==> src/rtl/mole_sel_gen_pkg.sv <==
// rtl/mole_sel_gen_pkg.sv - state encodings, LFSR taps and score width for the mole sequencer
package mole_sel_gen_pkg;

  // Sequencer states (2-bit, legacy-compatible encoding)
  localparam logic [1:0] ST_IDLE = 2'd0;
  localparam logic [1:0] ST_GAP  = 2'd1;
  localparam logic [1:0] ST_UP   = 2'd2;
  localparam logic [1:0] ST_DONE = 2'd3;

  // x^8 + x^6 + x^5 + x^4 + 1 expressed as a mask over q[7:0]
  localparam logic [7:0] LFSR_TAPS = 8'hB8;

  localparam int SCORE_W = 8;
  localparam logic [SCORE_W-1:0] SCORE_MAX = 8'hFF;
  localparam logic [SCORE_W-1:0] SCORE_ONE = 8'd1;

  function automatic logic [7:0] lfsr_step(input logic [7:0] cur);
    return {cur[6:0], ^(cur & LFSR_TAPS)};
  endfunction

  // An all-zero state would lock the LFSR, so a zero seed is promoted to 1
  function automatic logic [7:0] lfsr_fix_seed(input logic [7:0] seed);
    return (seed == 8'h00) ? 8'h01 : seed;
  endfunction

endpackage

==> src/rtl/mole_lfsr8.sv <==
// rtl/mole_lfsr8.sv - free-running 8-bit Fibonacci LFSR used to pick the next hole
module mole_lfsr8
  import mole_sel_gen_pkg::*;
(
  input  logic       clk,
  input  logic       rst,
  input  logic [7:0] seed,
  output logic [7:0] q
);

  logic [7:0] q_q;

  // Advance every clock regardless of game state; reset reloads the seed
  always_ff @(posedge clk or posedge rst) begin
    if (rst) begin
      q_q <= lfsr_fix_seed(seed);
    end else begin
      q_q <= lfsr_step(q_q);
    end
  end

  assign q = q_q;

endmodule

==> src/rtl/mole_sel_gen.sv <==
// rtl/mole_sel_gen.sv - whack-a-mole round sequencer driving the 4:1 hole mux; optional MOLE_SPEEDUP_EN
module mole_sel_gen
  import mole_sel_gen_pkg::*;
#(
  parameter int               TMR_W      = 24,
  parameter logic [TMR_W-1:0] UP_CYCLES  = 24'd5000000,
  parameter logic [TMR_W-1:0] GAP_CYCLES = 24'd1000000,
  parameter logic [TMR_W-1:0] MIN_UP     = 24'd1000000,
  parameter logic [7:0]       ROUNDS     = 8'd30,
  parameter logic [7:0]       LFSR_SEED  = 8'hA5
) (
  input  logic               clk,
  input  logic               rst,
  input  logic               start,
  input  logic               stop,
  input  logic               hit,
  output logic               se1,
  output logic               se2,
  output logic               mole_up,
  output logic               hit_pulse,
  output logic               miss_pulse,
  output logic [SCORE_W-1:0] score,
  output logic               game_over
);

  logic [1:0]         state_q, state_d;
  logic [TMR_W-1:0]   timer_q, timer_d;
  logic [7:0]         round_q, round_d;
  logic [7:0]         round_inc;
  logic [SCORE_W-1:0] score_q, score_d;
  logic [1:0]         sel_q, sel_d;
  logic               mole_up_q, mole_up_d;
  logic               hit_pulse_q, hit_pulse_d;
  logic               miss_pulse_q, miss_pulse_d;
  logic               game_over_q, game_over_d;
  logic               hit_q, rise_q;
  logic [7:0]         lfsr_q;
  logic [TMR_W-1:0]   up_len;

  mole_lfsr8 u_lfsr (
    .clk  (clk),
    .rst  (rst),
    .seed (LFSR_SEED),
    .q    (lfsr_q)
  );

  assign round_inc = round_q + 8'd1;

`ifdef MOLE_SPEEDUP_EN
  logic [TMR_W-1:0] up_len_q, up_len_d, up_len_shrunk;
  logic             unused_lfsr;

  assign up_len_shrunk = up_len_q - (up_len_q >> 3);
  assign unused_lfsr   = ^lfsr_q[7:2];

  // Window restarts at full length each game and loses an eighth per hit, floored at MIN_UP
  always_comb begin
    up_len_d = up_len_q;
    if (!stop) begin
      if ((state_q == ST_IDLE || state_q == ST_DONE) && start) begin
        up_len_d = UP_CYCLES;
      end else if (state_q == ST_UP && rise_q) begin
        up_len_d = (up_len_shrunk < MIN_UP) ? MIN_UP : up_len_shrunk;
      end
    end
  end

  // Up-window length register
  always_ff @(posedge clk or posedge rst) begin
    if (rst) begin
      up_len_q <= UP_CYCLES;
    end else begin
      up_len_q <= up_len_d;
    end
  end

  assign up_len = up_len_q;
`else
  logic unused_cfg;

  assign unused_cfg = ^{lfsr_q[7:2], MIN_UP};
  assign up_len     = UP_CYCLES;
`endif

  // Round sequencing: gap, mole up, then hit or miss; stop overrides everything
  always_comb begin
    state_d      = state_q;
    timer_d      = timer_q;
    round_d      = round_q;
    score_d      = score_q;
    sel_d        = sel_q;
    mole_up_d    = mole_up_q;
    game_over_d  = game_over_q;
    hit_pulse_d  = 1'b0;
    miss_pulse_d = 1'b0;

    if (stop) begin
      state_d     = ST_IDLE;
      mole_up_d   = 1'b0;
      game_over_d = 1'b0;
    end else begin
      case (state_q)
        ST_IDLE, ST_DONE: begin
          if (start) begin
            state_d     = ST_GAP;
            score_d     = '0;
            round_d     = 8'd0;
            timer_d     = GAP_CYCLES - TMR_W'(1);
            game_over_d = 1'b0;
            mole_up_d   = 1'b0;
          end
        end
        ST_GAP: begin
          mole_up_d = 1'b0;
          if (timer_q != '0) begin
            timer_d = timer_q - TMR_W'(1);
          end else begin
            state_d   = ST_UP;
            sel_d     = lfsr_q[1:0];
            timer_d   = up_len - TMR_W'(1);
            mole_up_d = 1'b1;
          end
        end
        ST_UP: begin
          if (rise_q || timer_q == '0) begin
            // A whack on the expiry cycle still counts as a hit
            if (rise_q) begin
              hit_pulse_d = 1'b1;
              if (score_q != SCORE_MAX) begin
                score_d = score_q + SCORE_ONE;
              end
            end else begin
              miss_pulse_d = 1'b1;
            end
            mole_up_d = 1'b0;
            round_d   = round_inc;
            if (round_inc == ROUNDS) begin
              state_d     = ST_DONE;
              game_over_d = 1'b1;
            end else begin
              state_d = ST_GAP;
              timer_d = GAP_CYCLES - TMR_W'(1);
            end
          end else begin
            timer_d = timer_q - TMR_W'(1);
          end
        end
        default: begin
          state_d = ST_IDLE;
        end
      endcase
    end
  end

  // Sequencer state and registered outputs
  always_ff @(posedge clk or posedge rst) begin
    if (rst) begin
      state_q      <= ST_IDLE;
      timer_q      <= '0;
      round_q      <= 8'd0;
      score_q      <= '0;
      sel_q        <= 2'd0;
      mole_up_q    <= 1'b0;
      hit_pulse_q  <= 1'b0;
      miss_pulse_q <= 1'b0;
      game_over_q  <= 1'b0;
    end else begin
      state_q      <= state_d;
      timer_q      <= timer_d;
      round_q      <= round_d;
      score_q      <= score_d;
      sel_q        <= sel_d;
      mole_up_q    <= mole_up_d;
      hit_pulse_q  <= hit_pulse_d;
      miss_pulse_q <= miss_pulse_d;
      game_over_q  <= game_over_d;
    end
  end

  // Button edge detect, registered so only fresh presses reach the sequencer
  always_ff @(posedge clk or posedge rst) begin
    if (rst) begin
      hit_q  <= 1'b0;
      rise_q <= 1'b0;
    end else begin
      hit_q  <= hit;
      rise_q <= hit & ~hit_q;
    end
  end

  assign se1        = sel_q[1];
  assign se2        = sel_q[0];
  assign mole_up    = mole_up_q;
  assign hit_pulse  = hit_pulse_q;
  assign miss_pulse = miss_pulse_q;
  assign score      = score_q;
  assign game_over  = game_over_q;

endmodule
==> config.mk <==
export PLATFORM = sky130hd
export DESIGN_NAME = mole_sel_gen
export DESIGN_NICKNAME = d
export VERILOG_FILES = /design/src/rtl/mole_sel_gen_pkg.sv /design/src/rtl/mole_lfsr8.sv /design/src/rtl/mole_sel_gen.sv
export SDC_FILE = /design/constraint.sdc
export NUM_CORES = 1
export LEC_CHECK = 0
export BUFFER_PORTS_ARGS = -buffer_cell sky130_fd_sc_hd__buf_2
export CAP_MARGIN = 20
export CELL_PAD_IN_SITES_DETAIL_PLACEMENT = 1
export CELL_PAD_IN_SITES_GLOBAL_PLACEMENT = 1
export CORE_MARGIN = 5
export CORE_UTILIZATION = 47
export DETAILED_ROUTE_END_ITERATION = 10
export PLACE_DENSITY = 0.81
export SYNTH_ARGS = -nofsm -noshare
export SYNTH_HDL_FRONTEND = slang
export SYNTH_SLANG_ARGS = --single-unit
==> constraint.sdc <==
create_clock -name clk -period 3.3 [get_ports clk]
set_clock_uncertainty 0.05 [all_clocks]
set_input_delay 0.66 -clock clk [delete_from_list [all_inputs] [get_ports clk]]
set_output_delay 0.66 -clock clk [all_outputs]
set_load 0.005 [all_outputs]
==> metrics.md, run 1 <==
| Metric | Value |
|---|---|
| Routability congestion estimate | about 0.8 |
| Ports | 19 |
| Synth cell types | between 60 and 70 |
| EDFF count, synth | 0 |
| Global Route Usage Sum | 0.215 |
| Run status | completed |
| Crit path time final | 3.05 ns |
| Syn-to-layout area delta | 14.8% |
| Worst reg-to-reg setup slack | 0.25 ns |
| Worst Tran Pin Value | approximately 0.75 ns |
| Clock latency on the worst-skew pair | 0.35 ns |
| 1st-iter DRT viols | between 150 and 200 |
| Arrival time worst endpoint | approximately 3.3 ns |
| Setup TNS | 0 ns |
| Pwr/cell area | about 600 nW/µm² |
| Most frequent cells in the layout | dfrtp_1 (54), o21ai_0 (36), nor2_1 (34), nand2_1 (23), a21oi_1 (21) |
| Post-synthesis instance area | ~3100 µm² |
| WP data required | around 3.5 ns |
| Grt ovf | 0 |
| Mean routed wirelength per cell | ~19 µm |
| Main synth FF type | dfrtp_1 |
| Num CTS Buffers | 9 |
| Row Count | 29 |
| PortBufs | 18 |
| Mux cell area share after synthesis | 0.0136 |
| CTS tree | done |
| Gate Count Post-Synth | 337 |
| First-pass GRT wire length | 14.5 mm |
| DR vias/cell | between 6 and 7 |
| # setup viols final | 0 |
| Hold_buf cts | 0 |
| Post-CTS setup buffers | 0 |
| DP HPWL | roughly 5.6 mm |
| CP Class | register to register |
| Post-synthesis compound-gate area fraction | 0.235 |
| Die extent in x | slightly above 90 µm |
| Syn Nets | ~350 |
| Initial Utilization | 0.488 |
| Fin. max-slew vios | 0 |
| Setup crit start kind | register |
| Clock-pin slew on the worst setup and hold paths | around 0.080 ns |
| Synth Area in Simple Gates | 0.203 |
| Layout cells sized above 1 | 0.162 |
| Total power draw | ~2.2 mW |
| Register area share after synthesis | 0.464 |
| XOR/XNOR share of the synthesized area | 0.0251 |
| Pin count of the biggest net entering global routing | 59 |
| Crit-path max FO | 22 |
| Synthesized flop and latch total | 58 |
| RSZ-0062 raised after global routing | no |
| H-Tree Depth | 3 |
| Filler-free cell count of the finished design | roughly 440 |
| Synthesis Warnings | 0 |
| Fin. Hold Viols | 0 |
| Clock Tree Root | clkbuf_8 |
| Leak Pwr | roughly 1.6 nW |
| Synth Area in Adders | 0.0239 |
| Worst hold path class | input pin to async pin |
| Final period util | 0.925 |
| CTS Buffer Depth | 2 |
| Routed vias | 2,741 |
| Syn_area_per_cell | between 9 and 10 µm² |
| Die Area | 8410 µm² |
| Fmax | between 0.3 and 0.4 GHz |
| Initial antenna violation count | 0 |
| Max_slew headroom | 0.501 |
| Post-synth ARST share | 1.00 |
| DRC | 0 |
| Antenna Cells | 0 |
| Die height | about 92 µm |
| Nets | 370 |
| Core area | between 6000 and 7000 µm² |
| Placed cells | around 430 |
| Maximum VDD drop | about 0.23 mV |
| Post-Route WL | about 8.5 mm |
| Largest family of logic cells by synthesized area | compound AO/OA/AOI/OAI gates |
| Filler cells | 745 |
| Initial DRT Pass Iterations | 4 |
| Commonest non-fill, non-tap cell in the layout | dfrtp_1 |
| Post-route ant nets | 0 |
| Post-CTS Resized | 0 |
| Max-Cap Viols | 0 |
| CP endpoint kind | register |
| Num Clock Sinks | slightly below 60 |
| Vias in the first global route | 2,866 |
-- synthesized netlist by cell type (all sizes together) (7+ instances only) --
library cell  number  share of area
dfrtp             54           0.43
o21ai             37          0.059
nor2              35          0.043
nand2             23          0.028
a21oi             22          0.036
nor3              12          0.021
inv               10          0.012
clkbuf             9          0.011
nand3              9          0.014
o41ai              8          0.022
nand2b             7          0.014
or3                7          0.014
-- critical path, stage by stage (launching register included) --
cell	delay (ns)
dfrtp_1	0.44
or4_1	0.67
or3_1	0.57
o31ai_4	0.34
a21o_2	0.42
buf_4	0.23
o21ai_0	0.12
o21ai_0	0.11
-- power by group --
part | switching [mW] | internal [mW] | total (mW)
clock network | 0.305 | 0.578 | 0.883
registers | 0.0941 | 0.780 | 0.874
logic | 0.264 | 0.146 | 0.410
total | 0.663 | 1.50 | 2.17
-- stage by stage --
| stage | hold slack [ns] | utilization | setup slack, ns | cell area [µm²] |
|---|---|---|---|---|
| detailed placement | 0.292 | 0.517 | 0.298 | 3320 |
| global route | 0.300 | 0.560 | 0.0679 | 3600 |
| floorplan | 0.283 | - | 0.576 | 3140 |
| global placement | 0.291 | 0.517 | 0.385 | 3320 |
| CTS | 0.315 | 0.559 | 0.230 | 3590 |
| finish | 0.289 | 0.560 | 0.248 | 3600 |
-- state kept, by name, summed over array words and instances (netlist names) --
name / flops
hit_pulse: 1
sel_q: 2
round_q: 8
timer_q: 24
hit_q: 1
u_lfsr.q: 8
miss_pulse: 1
state_q: 2
game_over: 1
score: 8
rise_q: 1
mole_up: 1
-- final timing paths --
check	from	to	cells past startpoint
max	timer_q[17]	timer_q[18]	7
min	rst	round_q[1]	3
max reg2reg	timer_q[17]	timer_q[18]	7
min reg2reg	u_lfsr.q[6]	u_lfsr.q[7]	0
max in group asynchronous	rst	u_lfsr.q[5]	3
min in group clk	u_lfsr.q[6]	u_lfsr.q[7]	0
-- kinds of logic (layout without fill, tap and decap cells) --
family | Yosys count | after routing
compound gates | 111 | 111
xor+xnor | 9 | 9
fa+ha+maj | 6 | 6
buf+inv | 25 | 52
flops | 58 | 58
mux | 4 | 4
simple gates | 124 | 124
-- metal layers --
layer,track usage,routed length [µm],up-vias
met4,0.0928,146,0
met1,0.275,3750,1355
met5,0,0,-
met3,0.0466,396,16
li1,-,-,1299
met2,0.352,4190,71
-- cell type report --
cell class                      count  area [µm²]  share of cell area
Clock buffer                        9         124              0.0344
Sequential cell                    58        1460               0.405
Clock inverter                      7         141              0.0393
Tap cell                           77        96.3              0.0268
Multi-Input combinational cell    254        1580               0.439
Inverter                           10        37.5              0.0104
Timing Repair Buffer               26         163              0.0452
Power figures use the tool's default switching activity.
==> run 2: changes to the inputs <==
--- a/config.mk
+++ b/config.mk
@@ -5,14 +5,14 @@
 export SDC_FILE = /design/constraint.sdc
 export NUM_CORES = 1
 export LEC_CHECK = 0
-export BUFFER_PORTS_ARGS = -buffer_cell sky130_fd_sc_hd__buf_2
 export CAP_MARGIN = 20
 export CELL_PAD_IN_SITES_DETAIL_PLACEMENT = 1
 export CELL_PAD_IN_SITES_GLOBAL_PLACEMENT = 1
 export CORE_MARGIN = 5
-export CORE_UTILIZATION = 47
+export CORE_UTILIZATION = 44
 export DETAILED_ROUTE_END_ITERATION = 10
-export PLACE_DENSITY = 0.81
+export DONT_BUFFER_PORTS = 1
+export PLACE_DENSITY = 0.77
 export SYNTH_ARGS = -nofsm -noshare
 export SYNTH_HDL_FRONTEND = slang
 export SYNTH_SLANG_ARGS = --single-unit
==> constraint.sdc (replaced) <==
create_clock -name clk -period 2.5 [get_ports clk]
set_clock_uncertainty 0.05 [all_clocks]
set_input_delay 0.5 -clock clk [delete_from_list [all_inputs] [get_ports clk]]
set_output_delay 0.5 -clock clk [all_outputs]
set_load 0.005 [all_outputs]
==> metrics.md, run 2 (synthesized netlist as in run 1, its figures left out) <==
| Metric | Value |
|---|---|
| RSZ-0062 raised after global routing | yes |
| DR vias/cell | 6.04 (-2.8%) |
| Reg2reg end | round_q[7] |
| Antenna Cells | 0 (unchanged) |
| PortBufs | 0 (-18) |
| Post-route ant nets | 0 (unchanged) |
| CTS Buffer Depth | 2 (unchanged) |
| Pin count of the biggest net entering global routing | 31 (-47%) |
| Clock latency on the worst-skew pair | 0.35 ns (about the same) |
| Mean routed wirelength per cell | 20.1 µm (+4.7%) |
| Vias in the first global route | 2,878 (+0.42%) |
| WP data required | 2.71 ns (-0.79 ns) |
| Global Route Usage Sum | 0.218 (+0.00284) |
| Area occupied by registers | 1460 µm² (unchanged) |
| Dpl ws | -0.0671 ns (-0.366 ns) |
| Maximum VDD drop | 0.508 mV (+120%) |
| Worst r2r src | timer_q[19] |
| Max reg flops | 24 (unchanged) |
| Num CTS Buffers | 9 (unchanged) |
| Clock-pin slew on the worst setup and hold paths | 0.08 ns (about the same) |
| Crit-path max FO | 6 (-73%) |
| Setup crit start kind | register |
| Fmax | 0.401 GHz (+22%) |
| Worst Tran Pin Value | 0.683 ns (-0.0629 ns) |
| Ports | 19 (unchanged) |
| Initial Utilization | 0.457 (-0.0318) |
| Arrival time worst endpoint | 2.71 ns (-0.54 ns) |
| Max_slew headroom | 0.540 (+0.0396) |
| Syn-to-layout area delta | 23.5% |
| Most frequent cells in the layout | dfrtp_1 (54), buf_4 (45), o21ai_0 (34), nor2_1 (33), nand2_1 (22) |
| Commonest non-fill, non-tap cell in the layout | dfrtp_1 |
| Post-route setup slack | 0.00321 ns (-0.244 ns) |
| Leak Pwr | 1.66 nW (+6.5%) |
| CP endpoint kind | register |
| Final period util | 0.999 (+0.0737) |
| Final hold slack | 0.0625 ns (-0.226 ns) |
| Layout cells sized above 1 | 0.234 (+0.0717) |
| 1st-iter DRT viols | 220 (+16%) |
| CP Class | register to register |
| Filler cells | 799 (+7.2%) |
| Crit path time final | 2.50 ns (-0.556 ns) |
| H-Tree Depth | 3 (unchanged) |
| Pwr/cell area | 732 nW/µm² (+22%) |
| Final Cell Area | 3870 µm² (+7.6%) |
| DP HPWL | 6.56 mm (+17%) |
| Routability congestion estimate | 0.827 (+1.8%) |
| Fin. max-slew vios | 0 (unchanged) |
| Post-Route WL | 9.69 mm (+14%) |
| Die height | 94.4 µm (+3.0%) |
| First-pass GRT wire length | 15.0 mm (+3.5%) |
| DP Area | 3530 µm² (+6.3%) |
| Nets | 391 (+5.7%) |
| Grt ovf | 0 (unchanged) |
| Run status | completed |
| Max-Cap Viols | 0 (unchanged) |
| Routed vias | 2,906 (+6.0%) |
| Worst hold path class | input pin to async pin |
| Worst reg-to-reg setup slack | 0.003 ns (-0.24 ns) |
| Die extent in x | 94.4 µm (+3.0%) |
| Initial DRT Pass Iterations | 4 (unchanged) |
| Row Count | 30 (+3.4%) |
| Core area | 6870 µm² (+7.0%) |
| DRC | 0 (unchanged) |
| Top reg by flops | timer_q |
| Multi-input gate area | 1680 µm² (+6.3%) |
| Fin. Hold Viols | 0 (unchanged) |
| # setup viols final | 0 (unchanged) |
| Initial antenna violation count | 0 (unchanged) |
| Die Area | 8920 µm² (+6.1%) |
| CTS tree | done |
| Reg2reg path depth | 7 (unchanged) |
| Num Clock Sinks | 58 (unchanged) |
| Clock Tree Root | clkbuf_8 |
## run 2: changes by cell type in the layout (fill, tap and decap cells not counted), moves of 2 or more
| cell | delta |
|---|---|
| buf_4 | +38 |
| o21ai_0 | -2 |
| buf_2 | -18 |
| or3_4 | +2 |
| clkbuf_1 | +2 |
| or3_1 | -2 |
| nor4_2 | +2 |
| nor4_1 | -2 |
| bufinv_16 | -2 |
| o21ai_1 | +2 |
## run 2: critical path: stages (launching register included)
cell and delay (ns):
dfrtp_1 0.40, or4_4 0.55, or3_4 0.36, o31ai_4 0.38
buf_4 0.19, nand2_2 0.07, or3_1 0.31, o211ai_1 0.09
## run 2: how the worst max path moves through the flow
stage,from,end,slack [ns],depth (start not counted)
after floorplan,timer_q[16],timer_q[13],-0.08,9
after global placement,timer_q[1],round_q[2],0.03,11
after detailed placement,round_q[0],timer_q[22],-0.07,9
after CTS,timer_q[19],round_q[3],0.001,6
after global routing,timer_q[19],round_q[3],-0.04,6
final,timer_q[19],round_q[7],0.003,7
## run 2: final cells by class
| cell class | instances | area share |
|---|---|---|
| Multi-Input combinational cell | 255 | 0.434 |
| Sequential cell | 58 | 0.376 |
| Timing Repair Buffer | 46 | 0.0923 |
| Clock buffer | 12 | 0.0375 |
| Tap cell | 96 | 0.0310 |
| Clock inverter | 4 | 0.0197 |
| Inverter | 10 | 0.00969 |
## run 2: metrics by stage
stage / setup TNS, ns / instances / utilization / total power, mW
2_1_floorplan: -0.232 / 337 / - / 1.53
3_3_place_gp: 0 / 459 / 0.514 / 1.75
3_5_place_dp: -0.877 / 459 / 0.514 / 1.79
4_1_cts: 0 / 475 / 0.550 / 2.78
5_1_grt: -0.167 / 481 / 0.564 / 2.99
6_report: 0 / 481 / 0.564 / 2.84
## run 2: what timing repair did
action,4_1_cts,5_1_grt
gates cloned,0,1
setup endpoints to repair,27,33
hold endpoints to repair,0,0
hold buffers,0,0
setup buffers,0,5
pin swaps,2,4
gates resized for setup,7,13
## run 2: routing by layer
layer  vias to the layer above  routed length (µm)  global-route usage
li1                       1344                   -                   -
met4                         0                 120              0.0505
met5                         -                   0                   0
met3                        17                 493              0.0502
met1                      1468                4260               0.285
met2                        77                4820               0.367
## run 2: report_power, final
group          switching (mW)  internal (mW)  total, mW  leakage [nW]
logic                   0.404          0.289      0.693         0.795
clock network           0.396          0.591      0.987         0.107
registers               0.129           1.03       1.16         0.759
total                   0.929           1.91       2.84          1.66
